[src/rtl/adc_emulator.sv]
// Dual-channel ADC responder: CNVST/BUSY handshake and CS-gated MSB-first serial readout.
// Optional macro ADC_EMU_LFSR_EN replaces the sample ports with two on-chip LFSR sources.
`timescale 1ns/1ps
module adc_emulator #(
  parameter int unsigned DATA_BITS   = 14,
  parameter int unsigned CONV_DELAY  = 4,
  parameter int unsigned BUSY_CYCLES = 72
) (
  input  logic                 CLK,
  input  logic                 RST,
  input  logic                 CNVST_ADC,
  input  logic                 CS_ADC,
  input  logic                 SCLK_ADC,
  output logic                 BUSY_ADC,
  output logic                 DOUTA_ADC,
  output logic                 DOUTB_ADC,
  input  logic [DATA_BITS-1:0] data_a,
  input  logic [DATA_BITS-1:0] data_b,
  output logic [15:0]          conv_count,
  output logic                 overrun
);

  localparam int unsigned BCW = $clog2(DATA_BITS + 1);

  typedef enum logic [1:0] {S_IDLE, S_WAIT, S_CONV} state_t;

  state_t               state_q;
  logic                 cnvst_q, cnvst_prev_q;
  logic                 cs_q, cs_prev_q;
  logic                 sclk_q, sclk_prev_q;
  logic [15:0]          cnt_q;
  logic [DATA_BITS-1:0] hold_a_q, hold_b_q;
  logic [DATA_BITS-1:0] sh_a_q, sh_b_q;
  logic [BCW-1:0]       bitcnt_q;
  logic                 busy_q;
  logic [15:0]          conv_count_q;
  logic                 overrun_q;

  logic                 cnvst_fall, cs_rise, sclk_fall;
  logic                 accept, busy_end, rd_en;
  logic [DATA_BITS-1:0] samp_a, samp_b;

  assign cnvst_fall = cnvst_prev_q & ~cnvst_q;
  assign cs_rise    = ~cs_prev_q & cs_q;
  assign sclk_fall  = sclk_prev_q & ~sclk_q;
  assign accept     = cnvst_fall && (state_q == S_IDLE);
  assign busy_end   = (state_q == S_CONV) && (cnt_q == '0);

`ifdef ADC_EMU_LFSR_EN
  logic [15:0] lfsr_a_q, lfsr_b_q;
  logic        unused_data;

  // Fibonacci form of x^16+x^14+x^13+x^11+1, shifting right.
  function automatic logic [15:0] lfsr_next(input logic [15:0] v);
    return {v[0] ^ v[2] ^ v[3] ^ v[5], v[15:1]};
  endfunction

  always_ff @(posedge CLK) begin
    if (RST) begin
      lfsr_a_q <= 16'hACE1;
      lfsr_b_q <= 16'h1D2C;
    end else if (accept) begin
      lfsr_a_q <= lfsr_next(lfsr_a_q);
      lfsr_b_q <= lfsr_next(lfsr_b_q);
    end
  end

  assign samp_a      = lfsr_a_q[DATA_BITS-1:0];
  assign samp_b      = lfsr_b_q[DATA_BITS-1:0];
  assign unused_data = ^{data_a, data_b};
`else
  assign samp_a = data_a;
  assign samp_b = data_b;
`endif

  always_ff @(posedge CLK) begin
    if (RST) begin
      state_q      <= S_IDLE;
      cnvst_q      <= 1'b1;
      cnvst_prev_q <= 1'b1;
      cs_q         <= 1'b1;
      cs_prev_q    <= 1'b1;
      sclk_q       <= 1'b1;
      sclk_prev_q  <= 1'b1;
      cnt_q        <= '0;
      hold_a_q     <= '0;
      hold_b_q     <= '0;
      sh_a_q       <= '0;
      sh_b_q       <= '0;
      bitcnt_q     <= '0;
      busy_q       <= 1'b0;
      conv_count_q <= '0;
      overrun_q    <= 1'b0;
    end else begin
      cnvst_q      <= CNVST_ADC;
      cnvst_prev_q <= cnvst_q;
      cs_q         <= CS_ADC;
      cs_prev_q    <= cs_q;
      sclk_q       <= SCLK_ADC;
      sclk_prev_q  <= sclk_q;

      case (state_q)
        S_IDLE: begin
          if (cnvst_fall) begin
            hold_a_q <= samp_a;
            hold_b_q <= samp_b;
            // A one-cycle delay skips WAIT so BUSY still rises exactly at t0+CONV_DELAY.
            if (CONV_DELAY == 1) begin
              busy_q  <= 1'b1;
              state_q <= S_CONV;
              cnt_q   <= 16'(BUSY_CYCLES - 1);
            end else begin
              state_q <= S_WAIT;
              cnt_q   <= 16'(CONV_DELAY - 2);
            end
          end
        end
        S_WAIT: begin
          if (cnt_q == '0) begin
            busy_q  <= 1'b1;
            state_q <= S_CONV;
            cnt_q   <= 16'(BUSY_CYCLES - 1);
          end else begin
            cnt_q <= cnt_q - 16'd1;
          end
        end
        S_CONV: begin
          if (cnt_q == '0) begin
            busy_q       <= 1'b0;
            state_q      <= S_IDLE;
            sh_a_q       <= hold_a_q;
            sh_b_q       <= hold_b_q;
            conv_count_q <= conv_count_q + 16'd1;
          end else begin
            cnt_q <= cnt_q - 16'd1;
          end
        end
        default: state_q <= S_IDLE;
      endcase

      if (cnvst_fall && (state_q != S_IDLE))
        overrun_q <= 1'b1;

      // Load outranks both CS-rise abandon and a coincident SCLK shift.
      if (busy_end) begin
        bitcnt_q <= BCW'(DATA_BITS);
      end else if (cs_rise) begin
        bitcnt_q <= '0;
      end else if (sclk_fall && !cs_q && (bitcnt_q != '0)) begin
        sh_a_q   <= {sh_a_q[DATA_BITS-2:0], 1'b0};
        sh_b_q   <= {sh_b_q[DATA_BITS-2:0], 1'b0};
        bitcnt_q <= bitcnt_q - BCW'(1);
      end
    end
  end

  assign rd_en      = ~cs_q & (bitcnt_q != '0);
  assign DOUTA_ADC  = rd_en & sh_a_q[DATA_BITS-1];
  assign DOUTB_ADC  = rd_en & sh_b_q[DATA_BITS-1];
  assign BUSY_ADC   = busy_q;
  assign conv_count = conv_count_q;
  assign overrun    = overrun_q;

endmodule
[config.mk]
export PLATFORM = sky130hd
export DESIGN_NAME = adc_emulator
export DESIGN_NICKNAME = d
export VERILOG_FILES = /design/src/rtl/adc_emulator.sv
export SDC_FILE = /design/constraint.sdc
export NUM_CORES = 1
export LEC_CHECK = 0
export BUFFER_PORTS_ARGS = -buffer_cell sky130_fd_sc_hd__clkbuf_2
export CAP_MARGIN = 20
export CORE_MARGIN = 2
export CORE_UTILIZATION = 50
export CTS_CLUSTER_DIAMETER = 30
export DETAILED_ROUTE_END_ITERATION = 10
export PLACE_DENSITY = 0.67
export SETUP_SLACK_MARGIN = 0.3
export SYNTH_ARGS = -nofsm -noshare
export SYNTH_HDL_FRONTEND = slang
export SYNTH_SLANG_ARGS = --single-unit
[constraint.sdc]
create_clock -name CLK -period 2.8 [get_ports CLK]
set_clock_uncertainty 0.2 [all_clocks]
set_input_delay 0 -clock CLK [delete_from_list [all_inputs] [get_ports CLK]]
set_output_delay 0 -clock CLK [all_outputs]
set_load 0.005 [all_outputs]
Word-level counts from Yosys, hierarchy flattened:

Cells that the tools add are included.

* add/sub/neg operators: 3
* eq/ne operators: 6
* multiplexer cells: 24
* bitwise logic cells: 10
* reduce and logical (&&, ||, !) cells: 18

Operators by type and width (number)
* $mux 14: 10
* $mux 16: 3
* $pmux 16 s3: 1
* $add 16x1->16 const B: 1
* $logic_not 16->1: 1
* $sub 16x1->16 const B: 1
* $mux 4: 3
* $reduce_and 3->1: 3
* $and 1x1->1: 6
* $mux 2: 3
* $ne 2x2->1 const B: 3
* $pmux 2 s3: 1
* $reduce_bool 3->1: 2
* $logic_and 1x1->1: 4
* $not 1->1: 4
* $reduce_and 2->1: 2
* $reduce_bool 2->1: 2
* $reduce_bool 4->1: 1
* $sub 4x1->4 const B: 1
* $reduce_or 3->1: 1
* $eq 2x1->1 const B: 1
* $eq 2x2->1 const B: 1
* $logic_not 2->1: 1
* $mux 1: 2
* other kinds (3): 3

* register bits after elaboration: 102
* input port bits: 33
* output and inout bits: 20
* logic and storage cells: 78

Longest topological paths before layout:

Gate-level depths: netlist of the first run.

* word-level depth: 7
* mapped depth: 8
* gate-level depth less buffers: 7

Least setup slack after synthesis of the first run:

Ideal clock, no wire load.

* path kind: reg-to-reg
* start point: reg state_q[0]
* end point: reg conv_count_q[13] (netlist: conv_count[13])
* setup time: 0.128 ns
* arrival time: 1.767 ns
* data required time: 2.472 ns
* path slack: 0.706 ns
* cell stages (with the launch flop): 9
* buffers on the path: 1
* period minus slack after synthesis: 2.094 ns
* cells stage by stage: dfxtp_1 inv_1 ha_1 nor4b_1 nand4_2 buf_4 nor3b_2 xnor2_1 nor2_1

* longest elaborated chain between the ends: 2

RTL lines
* start: declaration: line 27 `state_t state_q;`
* start signal: assignment: line 78 `state_q <= S_IDLE;`
* start signal: assignment: line 110 `state_q <= S_CONV;`
* start signal: assignment: line 113 `state_q <= S_WAIT;`
* $eq 2x2->1: line 102 `case (state_q)`
* $reduce_and 2->1 (no source line)
* end signal: assignment: line 133 `conv_count_q <= conv_count_q + 16'd1;`
* end: declaration: line 36 `logic [15:0] conv_count_q;`

Every way passes these cells.
A chain may end at the register's enable or synchronous reset.

Final worst setup path of the first run:

* start point: reg state_q[0]
* end point: reg conv_count_q[11] (netlist: conv_count[11])

The elaborated chain is that of the path after synthesis.

==> results.sh, run 1 <==
export IMPL_ys_dominant_reg_cell="dfxtp_1"
export IMPL_avgSynthCellArea_um2=8.84
export IMPL_path_cells="inv_1 > ha_1 > nor4b_1 > buf_4 > nand4_4 > buf_12 > nor4_1 > xnor2_1 > nor2_1"
export IMPL_setup_viol_count_final=0
export IMPL_tightest_slew_ns=0.627
export IMPL_end_kind="flop"
export IMPL_p_seq_share_pct=49.0
export IMPL_h_tree_depth=3
export IMPL_status="finished clean"
export IMPL_grt_util_all_layers_pct=19.9
export IMPL_grt_pass1_wl_um=15900
export IMPL_ant_nets=0
export IMPL_drtIter0Drc=149
export IMPL_synthArstFlopShare_pct=0
export IMPL_drt_vias_per_instance=5.26
export IMPL_routed_wl_um=9690
export IMPL_critical_path_max_fanout=10
export IMPL_grt_ovfl_total=0
export IMPL_fin_ws_ns=0.423
export IMPL_relSlewSlack_pct=58.2
export IMPL_gp_congestion=0.808
export IMPL_finalSetupTns_ns=0
export IMPL_dpl_hpwl_um=6020
export IMPL_die_area_um2=9800
export IMPL_place_ws_ns=0.361
export IMPL_synth_net_count=551
export IMPL_hold_viol=0
export IMPL_critPathSlowestCell="dfxtp_1"
export IMPL_synth_warning_count=0
export IMPL_drv_cap=0
export IMPL_combPwrFrac_pct=18.1
export IMPL_syn_inst=510
export IMPL_post_route_period_util_pct=84.9
export IMPL_synth_area_um2=4510
export IMPL_io_pins=53
export IMPL_synth_seq_cells=102
export IMPL_synthDistinctLibCells=54
export IMPL_arrival_ns=2.42
export IMPL_antenna_found_initial=0
export IMPL_powerDensity_nw_per_um2=599
export IMPL_pwr_share_clk_pct=32.9
export IMPL_clock_root_buffer="clkbuf_8"
export IMPL_yosysTopAreaCell="dfxtp_1"
export IMPL_clkLatencyLatePin_ns=0.36
export IMPL_fillers=762
export IMPL_swShare_pct=27.5
export IMPL_clock_sinks=102
export IMPL_drive_gt1_share_pct=17.6
export IMPL_fp_row_count=34
export IMPL_initial_core_util_pct=51.7
export IMPL_fp_dieW_um=99.0
export IMPL_vias=3700
export IMPL_start_kind="flop"
export IMPL_num_antenna_cells=0
export IMPL_leakage_uw=0.00203
export IMPL_grt_pass1_vias=3396
export IMPL_first_pass_iters=4
export IMPL_finalCriticalPeriod_ns=2.38
export IMPL_intPower_uw=2390
export IMPL_area_growth_pct=21.9
export IMPL_holdWs_ns=0.168
export IMPL_die_h_um=99.0
export IMPL_yosys_top_cells_area="dfxtp_1, mux2i_1, nand2_1"
export IMPL_final_util_pct=63.1
export IMPL_cp_required_ns=2.85
export IMPL_peakVddDrop_mv=0.352
export IMPL_clkTransAtPathRegs_ns=0.09
export IMPL_yosysTopAreaCellShare_pct=45.3
export IMPL_p_switching_uw=906
export IMPL_cts_buffers=9
export IMPL_layout_common_cells="dfxtp_1, nand2_1, nor2_1"
export IMPL_path_class="reg -> reg"
export IMPL_core_um2=8720
export IMPL_synth_seq_area_share_pct=45.3
export IMPL_grt_max_degree=64
export IMPL_cts_tree="done"
export IMPL_grt_setup_unrepaired="false"
export IMPL_max_freq_mhz=421
export IMPL_hp_class="in -> reg"
export IMPL_cp_top_family="simple AND/OR/NAND/NOR gates"
export IMPL_final_common_cell="dfxtp_1"
export IMPL_clk_path_buf_depth=2
export IMPL_synth_edf_count=0
export IMPL_routedWlPerCell_um=13.8
export IMPL_route_detailed_drc=0
export IMPL_fin_nets=632
export IMPL_slowest_delay_ns=0.35
export IMPL_io_buffers=52
export IMPL_path_buf_inv=3
export IMPL_maxSlewViolCount=0
power groups by stage:
| stage | combinational (µW) | sequential [µW] | clock, µW |
|---|---|---|---|
| 6_report | 595 | 1610 | 1080 |
| 5_1_grt | 668 | 1630 | 1160 |
| 4_1_cts | 587 | 1610 | 1110 |
| 3_5_place_dp | 546 | 1650 | 0 |
| 3_3_place_gp | 541 | 1650 | 0 |
| 2_1_floorplan | 425 | 1630 | 0 |
cell usage after synthesis (3+ instances only):
master,n
a211oi_1,27
a21oi_1,45
and4_1,3
buf_1,3
buf_2,3
buf_6,3
clkbuf_1,18
dfxtp_1,102
ha_1,8
inv_1,12
mux2i_1,28
nand2_1,74
nand2b_1,4
nand3_1,9
nand3b_1,3
nand4_1,6
nor2_1,63
nor3_1,7
nor3_2,6
nor4_1,7
o21ai_0,7
or2_2,6
or3_1,3
xnor2_1,14
xor2_1,11
registers in the layout, summed over array words and instances, names as in the netlist, 2 cells and up:
register	cells
sh_b_q	14
bitcnt_q	4
hold_b_q	14
cnt_q	16
state_q	2
hold_a_q	14
sh_a_q	14
conv_count	16
per-stage QoR:
stage	area, µm²	power, µW	std cells
after floorplan	4510	2050	510
final	5500	3290	703
after global routing	5500	3450	703
after global placement	4870	2190	651
after detailed placement	4870	2190	651
after CTS	5430	3310	698
path summary, 6_finish.rpt:
path	start	end	slack [ns]	cells after the start
min reg2reg	hold_a_q[13]	hold_a_q[13]	0.26	2
min	CS_ADC	cs_q	0.17	3
max reg2reg	state_q[0]	conv_count[11]	0.42	9
max	state_q[0]	conv_count[11]	0.42	9
final cells by class:
class / instances / area, µm² / area share [%]
sequential: 102 / 2040 / 37.1
clock buffer: 9 / 124 / 2.25
clock inverter: 6 / 111 / 2.02
multi-input combinational: 366 / 2290 / 41.7
inverter: 13 / 48.8 / 0.887
timing repair buffer: 99 / 748 / 13.6
tap: 108 / 135 / 2.46
layer usage:
| layer | track usage [%] | part of all wire, % |
|---|---|---|
| met1 | 27.7 | 48 |
| met2 | 31.3 | 47 |
| met4 | 6.95 | 1.1 |
| met3 | 3.40 | 3.9 |
| met5 | 0 | 0 |
cells by family after synthesis:
logic type / count (synthesis) / share of synthesized area [%]
AOI/OAI and AO/OA: 96 / 13.6
adders and majority gates: 8 / 2.22
muxes: 28 / 6.21
DFF: 102 / 45.3
and+or+nand+nor: 209 / 23.6
buffers and inverters: 42 / 4.24
xor gates and xnor gates: 25 / 4.85
tightest hold or removal path: cells and delay by family:
| family | cells | cell delay (ns) |
|---|---|---|
| buffers and inverters | 2 | 0.62 |
| AND/OR/NAND/NOR | 1 | 0.08 |
repair_timing:
item	CTS	global route
setup endpoints to repair	0	29
setup buffers	0	4
endpoints found under the hold margin	53	0
hold buffers	32	0
gates resized for setup	0	2
(Power assumes the default switching activity.)
==> run 2, diff against run 1 <==
- clock period: 2.8 -> 2.2 ns (I/O delays scaled with it)
==> run 2 against run 1 <==
Wire length increased by 5.9%. Largest cell class unchanged. Sequential share of layout area decreased by 2.0 points. Power increased by 30%. Critical endpoint is now sh_b_q[8]. Sequential power increased by 29%. Combinational power increased by 66%. Largest power group unchanged. Highest routed layer unchanged. Worst setup slack got worse by 0.26 ns.
==> results.sh, run 2 (synthesis gave the netlist of run 1 again) <==
export IMPL_status="finished clean"
export IMPL_clk_path_buf_depth=2
export IMPL_initial_core_util_pct=51.7
export IMPL_fp_dieW_um=99.0
export IMPL_critical_path_max_fanout=8
export IMPL_grt_setup_unrepaired="true"
export IMPL_grt_pass1_vias=3537
export IMPL_hp_class="in -> reg"
export IMPL_crit_path_start="bitcnt_q[0]"
export IMPL_ant_nets=0
export IMPL_reg2reg_to="sh_b_q[8]"
export IMPL_routed_wl_um=10300
export IMPL_routedWlPerCell_um=14.2
export IMPL_first_pass_iters=4
export IMPL_drt_vias_per_instance=5.36
export IMPL_fin_nets=649
export IMPL_drive_gt1_share_pct=26.3
export IMPL_clock_root_buffer="clkbuf_8"
export IMPL_die_area_um2=9800
export IMPL_dpl_hpwl_um=6120
export IMPL_powerDensity_nw_per_um2=731
export IMPL_drtIter0Drc=226
export IMPL_grt_max_degree=62
export IMPL_dpl_cell_count=658
export IMPL_finalSetupTns_ns=0
export IMPL_antenna_found_initial=0
export IMPL_relSlewSlack_pct=57.4
export IMPL_rr_startpoint="bitcnt_q[0]"
export IMPL_leakage_uw=0.00219
export IMPL_grt_ovfl_total=0
export IMPL_maxSlewViolCount=0
export IMPL_h_tree_depth=3
export IMPL_io_buffers=52
export IMPL_placed_cell_area_um2=4970
export IMPL_path_class="reg -> reg"
export IMPL_tightest_slew_ns=0.639
export IMPL_finalCriticalPeriod_ns=2.04
export IMPL_start_kind="flop"
export IMPL_instances_no_fill=721
export IMPL_hold_viol=0
export IMPL_drv_cap=0
export IMPL_vias=3864
export IMPL_holdWs_ns=0.160
export IMPL_arrival_ns=2.06
export IMPL_gp_congestion=0.827
export IMPL_finish_instance_area_um2=5840
export IMPL_cp_required_ns=2.23
export IMPL_max_freq_mhz=491
export IMPL_cts_buffers=9
export IMPL_clkTransAtPathRegs_ns=0.10
export IMPL_clkLatencyLatePin_ns=0.37
export IMPL_cts_tree="done"
export IMPL_ff2ff_path_depth=7
export IMPL_peakVddDrop_mv=0.364
export IMPL_final_common_cell="dfxtp_1"
export IMPL_rrSetupSlack_ns=0.16
export IMPL_core_um2=8720
export IMPL_critical_path_endpoint="sh_b_q[8]"
export IMPL_grt_util_all_layers_pct=20.4
export IMPL_grt_pass1_wl_um=16400
export IMPL_die_h_um=99.0
export IMPL_fp_row_count=34
export IMPL_clock_sinks=102
export IMPL_area_growth_pct=29.4
export IMPL_num_antenna_cells=0
export IMPL_post_route_period_util_pct=92.5
export IMPL_route_detailed_drc=0
export IMPL_end_kind="flop"
export IMPL_layout_common_cells="dfxtp_1, nand2_1, nor2_1"
export IMPL_io_pins=53
export IMPL_setup_viol_count_final=0
[run 2: per-layer routing]
metal / GRT usage [%] / up-vias / share of wire [%] / wire [µm]
met5: 0 / - / 0 / 0
met2: 33.5 / 76 / 49 / 5030
met1: 27.2 / 1816 / 46 / 4680
li1: - / 1957 / - / -
met3: 3.76 / 15 / 4.0 / 406
met4: 6.43 / 0 / 1.4 / 146
[run 2: where the power goes]
group	switching [µW]	internal, µW
registers	117	1950
logic	495	491
clock network	649	565
total	1260	3010
[run 2: worst min-delay path by stage]
| stage | from | to | slack (ns) | cells past startpoint |
|---|---|---|---|---|
| final | CNVST_ADC | cnvst_q | 0.16 | 3 |
| after global routing | CNVST_ADC | cnvst_q | 0.16 | 3 |
| after CTS | CS_ADC | cs_q | 0.15 | 3 |
| after detailed placement | CNVST_ADC | cnvst_q | -0.02 | 2 |
| after global placement | CNVST_ADC | cnvst_q | -0.01 | 2 |
| after floorplan | CNVST_ADC | cnvst_q | -0.1 | 1 |
[run 2: repair_timing]
| item | CTS | global route |
|---|---|---|
| resized for setup | 29 | 22 |
| pin swaps | 16 | 11 |
| buffers inserted | 7 | 5 |
| endpoints found under the setup margin | 66 | 86 |
| hold buffers | 32 | 0 |
| endpoints found under the hold margin | 66 | 0 |
| cloned | 0 | 3 |
[run 2: worst max-delay path, stage by stage (launching register included)]
cell       delay [ns]
dfxtp_2          0.36
inv_2            0.05
ha_4             0.17
a2111oi_4        0.48
buf_4            0.22
buf_12           0.13
mux2i_1          0.21
a211oi_1         0.09
[run 2: area by class of cell]
type	instances	area, µm²
Timing Repair Buffer	116	918
Clock inverter	6	68.8
Fill cell	721	2880
Tap cell	108	135
Sequential cell	102	2050
Clock buffer	10	138
Inverter	13	48.8
Multi-Input combinational cell	366	2480
[run 2: stage by stage]
stage	setup slack, ns	utilization (%)	total power, µW
6_report	0.164	66.9	4270
5_1_grt	0.0831	66.9	4490
4_1_cts	0.226	64.8	4190
3_5_place_dp	0.0949	57.0	2870
3_3_place_gp	0.178	57.0	2850
2_1_floorplan	0.259	-	2620
==> run 3, diff against run 2 <==
- clock period: 2.2 -> 2.1 ns (I/O delays scaled with it)
==> run 3 against run 2 <==
Final cell count increased by 5.0%. Core utilization is 9.2 points higher. Clock power up 15%. Highest routed layer unchanged. Largest cell class unchanged. Worst hold slack got worse by 0.014 ns.
==> results.sh, run 3 (synthesis gave the netlist of run 1 again) <==
export IMPL_cp_required_ns=2.16
export IMPL_antenna_found_initial=0
export IMPL_fin_nets=685
export IMPL_fillers=594
export IMPL_relSlewSlack_pct=69.7
export IMPL_clock_sinks=102
export IMPL_drv_cap=0
export IMPL_max_freq_mhz=497
export IMPL_num_antenna_cells=0
export IMPL_powerDensity_nw_per_um2=725
export IMPL_die_h_um=99.0
export IMPL_hold_viol=0
export IMPL_clkLatencyLatePin_ns=0.37
export IMPL_die_area_um2=9800
export IMPL_drtIter0Drc=191
export IMPL_route_detailed_drc=0
export IMPL_status="finished clean"
export IMPL_core_um2=8720
export IMPL_start_kind="flop"
export IMPL_clk_path_buf_depth=2
export IMPL_crit_path_start="cnt_q[0]"
export IMPL_drive_gt1_share_pct=35.9
export IMPL_path_buf_inv=4
export IMPL_cts_buffers=9
export IMPL_gp_congestion=0.849
export IMPL_critPathSlowestCell="dfxtp_2"
export IMPL_ant_nets=0
export IMPL_arrival_ns=2.07
export IMPL_io_buffers=52
export IMPL_min_from="CNVST_ADC"
export IMPL_io_pins=53
export IMPL_layout_common_cells="dfxtp_1, nand2_1, nor2_1"
export IMPL_critical_path_max_fanout=6
export IMPL_place_ws_ns=0.0502
export IMPL_setup_viol_count_final=0
export IMPL_leakage_uw=0.00260
export IMPL_peakVddDrop_mv=0.462
export IMPL_grt_pass1_vias=4263
export IMPL_initial_core_util_pct=51.7
export IMPL_slowest_delay_ns=0.33
export IMPL_routed_wl_um=12600
export IMPL_cts_tree="done"
export IMPL_vias=4184
export IMPL_hp_class="in -> reg"
export IMPL_post_route_period_util_pct=95.8
export IMPL_fp_row_count=34
export IMPL_path_class="reg -> reg"
export IMPL_grt_setup_unrepaired="true"
export IMPL_tightest_slew_ns=0.451
export IMPL_grt_max_degree=63
export IMPL_fin_ws_ns=0.0892
export IMPL_maxSlewViolCount=0
export IMPL_cp_top_family="buffers and inverters"
export IMPL_clock_root_buffer="clkbuf_8"
export IMPL_grt_util_all_layers_pct=25.6
export IMPL_finalSetupTns_ns=0
export IMPL_area_growth_pct=47.3
export IMPL_path_cells="inv_2 > ha_4 > nor4b_4 > buf_4 > nand4_4 > buf_12 > buf_8 > nor3b_4 > xnor2_1 > nor2_1"
export IMPL_drt_vias_per_instance=5.53
export IMPL_final_common_cell="dfxtp_1"
export IMPL_fp_dieW_um=99.0
export IMPL_grt_pass1_wl_um=20400
export IMPL_finalCriticalPeriod_ns=2.01
export IMPL_routedWlPerCell_um=16.7
export IMPL_dpl_hpwl_um=6570
export IMPL_first_pass_iters=4
export IMPL_h_tree_depth=3
export IMPL_clkTransAtPathRegs_ns=0.10
export IMPL_rr_startpoint="cnt_q[0]"
export IMPL_end_kind="flop"
export IMPL_grt_ovfl_total=0
[run 3: cell count changes in the layout (fill, tap and decap cells not counted), moves of 6 or more]
cell,previous run,this run
a211oi_2,5,17
buf_16,0,7
mux2i_4,0,6
nor3_4,0,6
mux2i_1,28,20
buf_6,6,16
nor3_2,8,2
a211oi_1,22,10
buf_4,20,36
[run 3: layer usage]
layer | track usage (%) | wire [µm]
met2 | 45.4 | 6510
met4 | 10.3 | 338
met3 | 4.68 | 516
met1 | 30.5 | 5260
met5 | 0 | 0
[run 3: what timing repair did]
item | in CTS | in global routing
setup endpoints to repair | 66 | 89
setup buffers | 26 | 2
gates cloned | 9 | 0
hold endpoints to repair | 79 | 0
gates resized for setup | 71 | 45
pin swaps | 34 | 20
hold buffers | 32 | 0
[run 3: final cells by class]
cell class              count  area, µm²  share of cell area [%]
multi-input cells         366       2780                    41.8
well taps                 108        135                    2.03
clock inverters             4       77.6                    1.17
inverters                  13       48.8                   0.735
flip-flops and latches    102       2050                    30.9
repair buffers            152       1410                    21.2
clock buffers              12        145                    2.18
[run 3: worst min-delay path, stage by stage]
cell	delay (ns)
dlygate4sd3_1	0.52
clkbuf_2	0.09
or2_2	0.08
[run 3: path summary, 6_finish.rpt]
check / endpoint / slack [ns] / depth (start not counted)
min: cnvst_q / 0.15 / 3
min reg2reg: hold_a_q[6] / 0.26 / 2
max reg2reg: conv_count[13] / 0.09 / 10
max: conv_count[13] / 0.09 / 10
[run 3: through the flow]
stage / utilization (%) / area [µm²] / std cells / total power [µW] / hold slack (ns)
final: 76.2 / 6640 / 757 / 4820 / 0.146
after global routing: 76.2 / 6640 / 757 / 5010 / 0.149
after CTS: 73.7 / 6430 / 755 / 4720 / 0.147
after detailed placement: 59.2 / 5160 / 672 / 3040 / -0.0126
after global placement: 59.2 / 5160 / 672 / 3020 / -0.0178
after floorplan: - / 4660 / 510 / 2770 / -0.0962
[run 3: power breakdown]
part / switching, µW / leakage, µW / internal [µW]
Sequential: 114 / 0.000831 / 2040
Combinational: 637 / 0.00166 / 639
Clock: 675 / 0.000111 / 713
